## src/rtl/mac_dot_seq_pkg.sv

```systemverilog
// mac_dot_seq_pkg
//   Shared definitions for the dot-product MAC sequencer. It holds the FSM
//   state type and the default accumulator/normaliser latencies, so the
//   datapath owners can change them in one place.
package mac_dot_seq_pkg;

  typedef enum logic [1:0] {
    IDLE  = 2'd0,
    ACCUM = 2'd1,
    DRAIN = 2'd2,
    NORM  = 2'd3
  } state_t;

  // Cycles from the Kth accepted beat until the carry-save words are final.
  localparam int ACC_LAT_DEF  = 4;
  // Register depth of the normaliser (regime -> sf/mantissa partials -> sum).
  localparam int NORM_LAT_DEF = 3;

  function automatic int max_int(input int a, input int b);
    return (a > b) ? a : b;
  endfunction

endpackage

```

## src/rtl/mac_dot_seq_sat_counter.sv

```systemverilog
// sat_counter
//   Saturating up-counter used for the overflow/underflow statistics.
//   Ports:
//     clk_i  - clock
//     rst_i  - synchronous active-high reset (count -> 0)
//     inc_i  - add one, unless the count is already all-ones
//     clr_i  - synchronous clear (takes priority over inc_i)
//     cnt_o  - current count
module sat_counter #(
  parameter int W = 16
) (
  input  logic         clk_i,
  input  logic         rst_i,
  input  logic         inc_i,
  input  logic         clr_i,
  output logic [W-1:0] cnt_o
);

  logic [W-1:0] cnt_q;
  logic [W-1:0] cnt_d;

  always_comb begin
    cnt_d = cnt_q;
    if (clr_i) begin
      cnt_d = '0;
    end else if (inc_i && (cnt_q != {W{1'b1}})) begin
      cnt_d = cnt_q + W'(1);
    end
  end

  always_ff @(posedge clk_i) begin
    if (rst_i) begin
      cnt_q <= '0;
    end else begin
      cnt_q <= cnt_d;
    end
  end

  assign cnt_o = cnt_q;

endmodule

```

## src/rtl/mac_dot_seq.sv

```systemverilog
// mac_dot_seq
//   Sequencer for the dot-product MAC datapath. It counts K accepted operand
//   beats, waits for the accumulator pipeline to drain, enables the
//   normaliser for its full register depth, clears the accumulator and
//   presents the result on a valid/ready handshake. It also keeps saturating
//   overflow/underflow statistics.
//   Ports:
//     clk_i, rst_i             - clock, synchronous active-high reset
//     flush_i                  - abort current dot product and pending result
//     in_valid_i / in_ready_o  - operand beat handshake
//     vld_d_o                  - valid history to the datapath stages
//     acc_rdy_o                - normaliser update enable
//     acc_clr_o                - one-cycle accumulator clear
//     ovf_i, udf_i, nzero_i    - normaliser flags
//     out_valid_o/out_ready_i  - result handshake
//     ovf_cnt_o, udf_cnt_o     - saturating event counters
module mac_dot_seq
  import mac_dot_seq_pkg::*;
#(
  parameter int K         = 9,
  parameter int VLD_DEPTH = 12,
  parameter int ACC_LAT   = ACC_LAT_DEF,
  parameter int NORM_LAT  = NORM_LAT_DEF,
  parameter int CNT_W     = 16
) (
  input  logic                 clk_i,
  input  logic                 rst_i,
  input  logic                 flush_i,
  input  logic                 in_valid_i,
  output logic                 in_ready_o,
  output logic [VLD_DEPTH-1:0] vld_d_o,
  output logic                 acc_rdy_o,
  output logic                 acc_clr_o,
  input  logic                 ovf_i,
  input  logic                 udf_i,
  input  logic                 nzero_i,
  output logic                 out_valid_o,
  input  logic                 out_ready_i,
  output logic [CNT_W-1:0]     ovf_cnt_o,
  output logic [CNT_W-1:0]     udf_cnt_o
);

  localparam int CW = $clog2(K + 1);
  localparam int TW = $clog2(max_int(ACC_LAT, NORM_LAT) + 1);

  state_t               state_q, state_d;
  logic [CW-1:0]        cnt_q, cnt_d;
  logic [TW-1:0]        t_q, t_d;
  logic [VLD_DEPTH-2:0] hist_q, hist_d;
  logic                 res_pend_q, res_pend_d;
  logic                 acc_clr_q, acc_clr_d;

  logic                 fire;
  logic                 out_fire;
  logic [VLD_DEPTH-1:0] hist_shift;

  assign in_ready_o  = (state_q == IDLE) || (state_q == ACCUM);
  assign fire        = in_valid_i & in_ready_o;
  assign out_valid_o = res_pend_q;
  assign out_fire    = res_pend_q & out_ready_i;
  assign hist_shift  = {hist_q, fire};

  // Bit 0 stays high for the whole life of a frame and its pending result,
  // so the normaliser never sees an all-zero history mid-flight.
  assign vld_d_o   = {hist_q, fire | (state_q != IDLE) | res_pend_q};
  // A flush suppresses the normaliser update in its own cycle and clears
  // the accumulator immediately.
  assign acc_rdy_o = (state_q == NORM) & ~flush_i;
  assign acc_clr_o = acc_clr_q | flush_i;

  always_comb begin
    state_d    = state_q;
    cnt_d      = cnt_q;
    t_d        = t_q;
    hist_d     = hist_shift[VLD_DEPTH-2:0];
    res_pend_d = res_pend_q;
    acc_clr_d  = 1'b0;

    if (out_fire) begin
      res_pend_d = 1'b0;
    end

    unique case (state_q)
      IDLE: begin
        if (fire) begin
          state_d = ACCUM;
          cnt_d   = CW'(1);
        end
      end
      ACCUM: begin
        if (fire) begin
          if (cnt_q == CW'(K - 1)) begin
            state_d = DRAIN;
            cnt_d   = '0;
            t_d     = '0;
          end else begin
            cnt_d = cnt_q + CW'(1);
          end
        end
      end
      DRAIN: begin
        // Timer holds at its final value while an older result is unread.
        if (t_q == TW'(ACC_LAT - 1)) begin
          if (!res_pend_q || out_fire) begin
            state_d = NORM;
            t_d     = '0;
          end
        end else begin
          t_d = t_q + TW'(1);
        end
      end
      NORM: begin
        if (t_q == TW'(NORM_LAT - 1)) begin
          state_d    = IDLE;
          t_d        = '0;
          acc_clr_d  = 1'b1;
          res_pend_d = 1'b1;
        end else begin
          t_d = t_q + TW'(1);
        end
      end
      default: state_d = IDLE;
    endcase

    if (flush_i) begin
      state_d    = IDLE;
      cnt_d      = '0;
      t_d        = '0;
      hist_d     = '0;
      res_pend_d = 1'b0;
      acc_clr_d  = 1'b0;
    end
  end

  always_ff @(posedge clk_i) begin
    if (rst_i) begin
      state_q    <= IDLE;
      cnt_q      <= '0;
      t_q        <= '0;
      hist_q     <= '0;
      res_pend_q <= 1'b0;
      acc_clr_q  <= 1'b0;
    end else begin
      state_q    <= state_d;
      cnt_q      <= cnt_d;
      t_q        <= t_d;
      hist_q     <= hist_d;
      res_pend_q <= res_pend_d;
      acc_clr_q  <= acc_clr_d;
    end
  end

  // Flags are sampled in the cycle the result becomes visible, i.e. the
  // cycle after NORM, which is exactly when acc_clr_q is high. A result
  // aborted by a flush in that cycle is not counted.
  logic             sample;
  logic [1:0]       stat_inc;
  logic [CNT_W-1:0] stat_cnt [2];

  assign sample      = acc_clr_q & ~flush_i;
  assign stat_inc[0] = sample & ovf_i;
  assign stat_inc[1] = sample & udf_i & nzero_i; // exact zero is not an underflow

  generate
    for (genvar gi = 0; gi < 2; gi++) begin : g_stat
      sat_counter #(.W(CNT_W)) u_cnt (
        .clk_i (clk_i),
        .rst_i (rst_i),
        .inc_i (stat_inc[gi]),
        .clr_i (1'b0),
        .cnt_o (stat_cnt[gi])
      );
    end
  endgenerate

  assign ovf_cnt_o = stat_cnt[0];
  assign udf_cnt_o = stat_cnt[1];

endmodule

```

## config.mk

```make
export PLATFORM = sky130hd
export DESIGN_NAME = mac_dot_seq
export DESIGN_NICKNAME = d
export VERILOG_FILES = /design/src/rtl/mac_dot_seq_pkg.sv /design/src/rtl/mac_dot_seq_sat_counter.sv /design/src/rtl/mac_dot_seq.sv
export SDC_FILE = /design/constraint.sdc
export NUM_CORES = 1
export LEC_CHECK = 0
export CAP_MARGIN = 20
export CORE_UTILIZATION = 45
export DETAILED_ROUTE_END_ITERATION = 6
export DONT_BUFFER_PORTS = 1
export GPL_TIMING_DRIVEN = 0
export SLEW_MARGIN = 25
export SYNTH_ARGS = -nofsm -noshare
export SYNTH_HDL_FRONTEND = slang
export SYNTH_SLANG_ARGS = --single-unit
```

## constraint.sdc

```tcl
create_clock -name clk_i -period 2.6 [get_ports clk_i]
set_clock_uncertainty 0.1 [all_clocks]
set_input_delay 0.78 -clock clk_i [delete_from_list [all_inputs] [get_ports clk_i]]
set_output_delay 0.78 -clock clk_i [all_outputs]
set_load 0.01 [all_outputs]
```

Yosys cells after proc, flatten, opt, wreduce, memory -nomap -nowiden
Index checks and enable logic that the tools add are counted.
- flip-flop bits (word level): 54
- input bits: 8
- output and inout port bits: 48
- add/sub/neg operators: 4
- eq/ne operators: 15
- mux-type cells: 21
- bitwise gates (word level): 12
- reduce and logical (&&, ||, !) cells: 14
- operator list (operator ; count):
    16-bit by 1-bit adder with 16-bit output, second input constant ; 2
    16-bit != test, second input constant ; 2
    3-bit 2-to-1 mux ; 5
    2-bit 2-to-1 mux ; 6
    4-bit 2-to-1 mux ; 3
    3-bit case mux with 3 select lines ; 1
    2-bit != test, second input constant ; 4
    2-bit case mux with 4 select lines ; 1
    4-bit case mux with 2 select lines ; 1
    1-bit AND ; 7
    3-bit by 2-bit == test with 1-bit output, second input constant ; 2
    6-bit AND reduction ; 1
    4-bit by 1-bit adder with 4-bit output, second input constant ; 1
    2-bit == test, second input constant ; 2
    4-bit == test, second input constant ; 1
    1-bit 2-to-1 mux ; 4
    2-bit by 1-bit != test with 1-bit output, second input constant ; 2
    4-bit AND reduction ; 1
    2-bit nonzero test ; 2
    3-bit by 1-bit adder with 3-bit output, second input constant ; 1
    3-bit != test, second input constant ; 1
    1-bit bitwise OR ; 3
    3-bit AND reduction ; 1
    3-bit nonzero test ; 1
    8 further kinds ; 11

Longest topological paths before layout
Gate-level depths: netlist of the first run.
- word-level depth: 5
- gate-level depth with buffers: 6
- mapped depth without buffers: 6

Cells and area by module
From an unflattened synthesis of the first run, not the netlist that was laid out.
- cell total of the unflattened synthesis: 320
- area, all modules: 2889.0 um2
- by module, submodules not included (module ; instances ; cells each ; area an instance (um2)):
    sat_counter ; 2 ; 102 ; 917.1
    mac_dot_seq ; 1 ; 116 ; 1054.8

Worst setup path after synthesis of the first run
No wires, ideal clock.
- path kind: input-to-reg
- start point: in flush_i
- end point: reg g_stat[1].u_cnt.cnt_q[9]
- data arrival time: 1981 ps
- required time: 2379 ps
- path slack: 398 ps
- cell stages on the path: 5
- cells stage by stage: and4b_1 -> clkbuf_1 -> nand2_1 -> nor4b_1 -> mux2_2
- cells in the longest elaborated chain, start to end: 5
- RTL lines (item ; line ; source):
    from (decl) ; mac_dot_seq.sv:28 ; input logic flush_i,
    1-bit NOT ; mac_dot_seq.sv:160 ; assign sample = acc_clr_q & ~flush_i;
    1-bit AND ; mac_dot_seq.sv:160 ;
    1-bit AND (2 in series) ; mac_dot_seq.sv:162 ; assign stat_inc[1] = sample & udf_i & nzero_i;
    1-bit logical AND ; mac_dot_seq_sat_counter.sv:26 ; end else if (inc_i && (cnt_q != {W{1'b1}})) begin
    to (signal assigned) ; mac_dot_seq_sat_counter.sv:35 ; cnt_q <= cnt_d;
    to (decl) ; mac_dot_seq_sat_counter.sv:19 ; logic [W-1:0] cnt_q;
Every way passes these cells.
A chain may end at the register's enable or synchronous reset.

Final worst setup path of the first run
- start point: reg state_q[0]
- end point: out in_ready_o
- cells in the longest elaborated chain, start to end: 2
- RTL lines (item ; line ; source):
    from (decl) ; mac_dot_seq.sv:46 ; state_t state_q, state_d;
    from (signal assigned) ; mac_dot_seq.sv:144 ; state_q <= state_d;
    2-bit by 1-bit == test with 1-bit output or 2-bit zero test (tied branches) ; mac_dot_seq.sv:57 ; assign in_ready_o = (state_q == IDLE) || (state_q == ACCUM);
    1-bit logical OR (*) ; mac_dot_seq.sv:57 ;
    to (decl) ; mac_dot_seq.sv:30 ; output logic in_ready_o,
Mark *: on every way between the ends. The rest lies on a longest branch, timed or not.

==> results_dict.tcl, run 1 <==
set metrics [dict create \
    wire_per_inst_um 15.4 \
    dp_slack_ps 159 \
    cts_buffers 5 \
    maxCapViolCount 0 \
    ys_seq_area_frac 0.389 \
    post_route_cells_drive_above_1_share 0.0772 \
    synth_seq_cells 54 \
    area_growth_pct 7.30 \
    ff2ff_path_depth 6 \
    min_period_ps 2310 \
    grt_overflow 0 \
    synth-edff-count 0 \
    cts_sinks 54 \
    cts_tree "yes" \
    drv_slew 0 \
    ys_types 45 \
    port_buffers 0 \
    fillers 559 \
    drtPass1Iterations 4 \
    antenna_found_initial 0 \
    hp-class "reg2reg" \
    p_leak_nw 1.04 \
    period_share 0.888 \
    placed_area_um2 2870 \
    core-area_um2 5920 \
    ioPinCount 56 \
    vdd_drop_max_v 0.000254 \
    critPathLaunchType "flop" \
    fin_ws_ps 292 \
    hpwl_um 4470 \
    async_flop_share 0 \
    fmax_mhz 433 \
    fin_nets 346 \
    drt_iter0_drc 129 \
    diodes 0 \
    synth.avg_cell_area_um2 8.79 \
    status "complete, no violations" \
    critPathRequiredTime_ps 1720 \
    synth_compound_area_frac 0.146 \
    cts_resized 0 \
    synth_top_family_by_area "simple AND/OR/NAND/NOR gates" \
    h-tree-depth 2 \
    crit_fanout 5 \
    grt_max_degree 17 \
    netlist_instances 316 \
    clk_pin_slew_ps 90 \
    slew_headroom 0.383 \
    clockBufferDepth 2 \
    die_area_um2 6490 \
    num_rows 28 \
    gp_congestion 0.843 \
    setup_viol 0 \
    fin_area_um2 2980 \
    fin_tns_setup_ps 0 \
    rsz0062_at_grt "false" \
    synthXorXnorAreaFrac 0.00315 \
    num_vias 2346 \
    synth_fa_ha_area_frac 0.0676 \
    die_h_um 80.6 \
    syn_area_um2 2780 \
    yosysWarnings 0 \
    grt_usage 0.194 \
    synth_fp_nets 339 \
    start_util 0.469 \
    wirelength_um 6140 \
    drc 0 \
    muxShareOfSynthArea 0.0545 \
    vias_per_cell 5.88 \
    hold_viol 0 \
    cp.arrival_ps 1430 \
    ys.flop_type "dfxtp_1" \
    postCtsSetupRepairBufs 0 \
    postCtsHoldBufs 0 \
    whs_path_depth 2 \
    critPathKind "reg2out" \
    report.power.total_mw 1.47 \
    final_cells 399 \
    placed_cells 391 \
    fin_util 0.503 \
    end_kind "primary output" \
    ant_nets 0 \
    synth-simple-area-share 0.312 \
    worstSkewPairLatency_ps 310 \
    worst_slew_pin_slew_ps 918 \
    powerDensity_nw_per_um2 492 \
    die_w_um 80.6 \
    grt_pass1_vias 2000 \
    grt_pass1_wl_um 9740 \
    whs_ps 402 \
    root_buffer "clkbuf_8" \
]
==> layer usage <==
layer / global-route usage / vias to the layer above / wire (µm)
met2: 0.304 / 56 / 2850
met3: 0.0568 / 4 / 365
li1: - / 1174 / -
met1: 0.257 / 1112 / 2880
met5: 0 / - / 0
met4: 0.0500 / 0 / 42
==> where the power goes <==
| group | leakage, nW | internal [mW] | switching [mW] |
|---|---|---|---|
| logic | 0.549 | 0.0244 | 0.0478 |
| registers | 0.435 | 0.831 | 0.00537 |
| clock network | 0.0579 | 0.284 | 0.274 |
==> layout make-up <==
class	count	area, µm²	area share
plain buffers	9	33.8	0.0113
clock buffers	5	68.8	0.0231
clock inverters	3	40.0	0.0134
inverters	11	41.3	0.0139
multi-input cells	242	1620	0.544
flip-flops and latches	54	1080	0.363
well taps	75	93.8	0.0315
==> cells by family (layout without fill, tap and decap cells) <==
family	count (synthesis)	in the layout
simple gates	148	148
fa+ha+maj	15	15
mux	14	14
xor+xnor	1	1
flops	54	54
buf+inv	20	28
compound gates	64	64
==> placed cells by master, fill, tap and decap left out, types with 4 or more instances in the layout <==
cell type | Yosys | final
or4_1 | 4 | 4
nand2b_1 | 6 | 6
and4_1 | 4 | 4
nand4_1 | 4 | 4
nor3_1 | 9 | 9
a31oi_1 | 10 | 10
nand3_1 | 16 | 16
inv_1 | 11 | 11
mux2i_1 | 5 | 5
nor2b_1 | 12 | 12
ha_1 | 15 | 15
a311oi_1 | 4 | 4
a211oi_1 | 9 | 9
o21ai_0 | 9 | 9
clkbuf_1 | 9 | 9
and3_1 | 7 | 7
nand2_1 | 18 | 18
dfxtp_1 | 54 | 54
nor2_1 | 24 | 24
nor4_1 | 5 | 5
or3_1 | 5 | 5
a21oi_1 | 19 | 19
mux2_2 | 9 | 9
clkbuf_8 | 0 | 5
and2_1 | 13 | 13
==> critical path, cell delays in order, from the launching register on <==
cell,delay (ps)
dfxtp_1,440
inv_1,120
ha_1,230
or2_2,330
==> flip-flops by register name (all words and copies together) (netlist names) <==
register / flops
hist_q: 11
out_valid_o: 1
cnt_q: 4
acc_clr_q: 1
g_stat.u_cnt.cnt_o: 32
t_q: 3
state_q: 2
==> worst paths after layout <==
check                                                            from                                     to  slack [ps]
worst max-delay path                          state_q[0]$_SDFFE_PP0P_                             in_ready_o         290
worst min-delay path                            cnt_q[1]$_SDFFE_PP0P_                  cnt_q[1]$_SDFFE_PP0P_         400
worst max register to register  g_stat[1].u_cnt.cnt_o[0]$_SDFFE_PP0P_  g_stat[1].u_cnt.cnt_o[6]$_SDFFE_PP0P_         470
worst min register to register                  cnt_q[1]$_SDFFE_PP0P_                  cnt_q[1]$_SDFFE_PP0P_         400
==> synth_stat cells, drive strengths merged (5+ instances only) <==
| cell | count | area share |
|---|---|---|
| o21ai | 9 | 0.016 |
| clkbuf | 9 | 0.012 |
| dfxtp | 54 | 0.39 |
| mux2 | 9 | 0.036 |
| a211oi | 9 | 0.024 |
| nand2b | 6 | 0.014 |
| nand4 | 6 | 0.018 |
| nor2b | 12 | 0.027 |
| nand3 | 16 | 0.029 |
| nor4 | 7 | 0.020 |
| nand2 | 18 | 0.024 |
| and2 | 13 | 0.029 |
| inv | 11 | 0.015 |
| a21oi | 19 | 0.034 |
| nor2 | 24 | 0.032 |
| a31oi | 10 | 0.023 |
| ha | 15 | 0.068 |
| and3 | 7 | 0.016 |
| mux2i | 5 | 0.018 |
| or3 | 6 | 0.015 |
| nor3 | 9 | 0.016 |
Note: power is estimated with default switching activity, not from simulation.
==> run 2: changes to the inputs <==
clock period = 1.9 ns   (was 2.6 ns; I/O delays follow)
==> run 2 against run 1 <==
Effect of this change: the flow now finishes with violations (setup timing); wire length rose by 5.6%; first-iteration DRC count shrank 24%; sequential share of layout area is 2.5 points lower; design area grew 12%; utilization increased by 5.8 points; worst setup slack worse by 300 ps; critical endpoint is now t_q[0]$_SDFFE_PP0P_.
==> results_dict.tcl, run 2 (synthesis results as in run 1) <==
set metrics [dict create \
    status "complete, but fails checks" \
    failed_checks "setup timing" \
    ioPinCount 56 \
    whs_path_depth 1 \
    setup_viol 1 \
    gp_congestion 0.858 \
    r2r_slack_ps -4 \
    num_rows 28 \
    start_util 0.469 \
    p_leak_nw 1.21 \
    period_share 1.00 \
    multi_input_area_um2 1820 \
    die_area_um2 6490 \
    core-area_um2 5920 \
    crit_fanout 5 \
    root_buffer "clkbuf_8" \
    drtPass1Iterations 4 \
    h-tree-depth 2 \
    final_cell_mix "dfxtp_1, nor2_1, a21oi_1, nand2_1, dfxtp_2" \
    cp.arrival_ps 2020 \
    whs_ps 318 \
    min_period_ps 1900 \
    rr_startpoint "t_q[0]$_SDFFE_PP0P_" \
    fin_nets 357 \
    clockBufferDepth 2 \
    maxCapViolCount 0 \
    worst_slew_pin_slew_ps 503 \
    hold_start "in_valid_i" \
    drc 0 \
    num_vias 2408 \
    powerDensity_nw_per_um2 615 \
    fin_area_um2 3330 \
    cts_buffers 5 \
    wirelength_um 6480 \
    cts_sinks 54 \
    critPathLaunchType "flop" \
    hp-class "in2reg" \
    end_kind "flop" \
    fin_util 0.562 \
    vias_per_cell 5.89 \
    hold_viol 0 \
    rr_endpoint "t_q[0]$_SDFFE_PP0P_" \
    die_w_um 80.6 \
    largest_reg_flops 32 \
    critPathKind "reg2reg" \
    placed_area_um2 2870 \
    grt_max_degree 16 \
    worstSkewPairLatency_ps 300 \
    report.power.total_mw 2.04 \
    diodes 0 \
    post_route_cells_drive_above_1_share 0.263 \
    grt_usage 0.198 \
    final_common_cell "dfxtp_1" \
    port_buffers 0 \
    hpwl_um 4520 \
    hold_end "hist_q[0]$_SDFF_PP0_" \
    wire_per_inst_um 15.8 \
    ant_nets 0 \
    regArea_um2 1120 \
    grt_pass1_vias 2150 \
    grt_overflow 0 \
    drt_iter0_drc 98 \
    slew_headroom 0.662 \
    cts_tree "yes" \
    grt_pass1_wl_um 10100 \
    vdd_drop_max_v 0.000345 \
    fillers 522 \
    die_h_um 80.6 \
    rsz0062_at_grt "true" \
    area_growth_pct 19.7 \
    clk_pin_slew_ps 90 \
    antenna_found_initial 0 \
    critPathRequiredTime_ps 2020 \
    drv_slew 0 \
    final_cells 409 \
    ff2ff_path_depth 6 \
    fin_ws_ps -3.70 \
    placed_cells 391 \
    fmax_mhz 525 \
]
==> run 2: layout make-up <==
| class | count | share of cell area |
|---|---|---|
| buffer | 8 | 0.0102 |
| clock buffer | 6 | 0.0248 |
| clock inverter | 1 | 0.00903 |
| inverter | 11 | 0.0132 |
| multi-input combinational | 242 | 0.549 |
| sequential | 54 | 0.338 |
| tap | 75 | 0.0282 |
| timing repair buffer | 12 | 0.0282 |
==> run 2: metal layers <==
| metal | share of wire | global-route usage | vias up |
|---|---|---|---|
| li1 | - | - | 1207 |
| met1 | 0.46 | 0.243 | 1140 |
| met2 | 0.48 | 0.332 | 55 |
| met3 | 0.050 | 0.0591 | 6 |
| met4 | 0.011 | 0.0554 | 0 |
| met5 | 0 | 0 | - |
==> run 2: critical path, stage by stage (launching register included) <==
cell,delay (ps)
dfxtp_4,370
ha_4,170
ha_4,150
and2_4,150
a221o_1,360
or3_1,380
a21oi_1,150
==> run 2: worst max path at each step <==
stage                          startpoint                                endpoint
global route        cnt_q[0]$_SDFFE_PP0P_                     t_q[0]$_SDFFE_PP0P_
finish                t_q[0]$_SDFFE_PP0P_                     t_q[0]$_SDFFE_PP0P_
CTS                                 rst_i   g_stat[0].u_cnt.cnt_o[4]$_SDFFE_PP0P_
detailed placement                flush_i  g_stat[0].u_cnt.cnt_o[11]$_SDFFE_PP0P_
global placement                    rst_i  g_stat[1].u_cnt.cnt_o[12]$_SDFFE_PP0P_
floorplan                         flush_i  g_stat[0].u_cnt.cnt_o[11]$_SDFFE_PP0P_
==> run 2: where the power goes <==
group | total (mW) | switching [mW] | internal [mW]
sequential | 1.14 | 0.00904 | 1.13
combinational | 0.127 | 0.0730 | 0.0538
clock | 0.778 | 0.356 | 0.422
==> run 2: what timing repair did <==
action                                  in CTS  in global routing
endpoints found under the setup margin      30                 29
hold buffers                                 0                  0
endpoints found under the hold margin        0                  0
gates resized for setup                     31                 42
setup buffers                                4                  8
pin swaps                                    4                 11
==> run 2: metrics by stage <==
stage,TNS [ps],setup slack [ps]
final,-3.70,-3.70
after global routing,-63.4,-29.5
after CTS,0,4.42
after detailed placement,-7360,-320
after global placement,-6380,-289
after floorplan,-96.6,-66.7
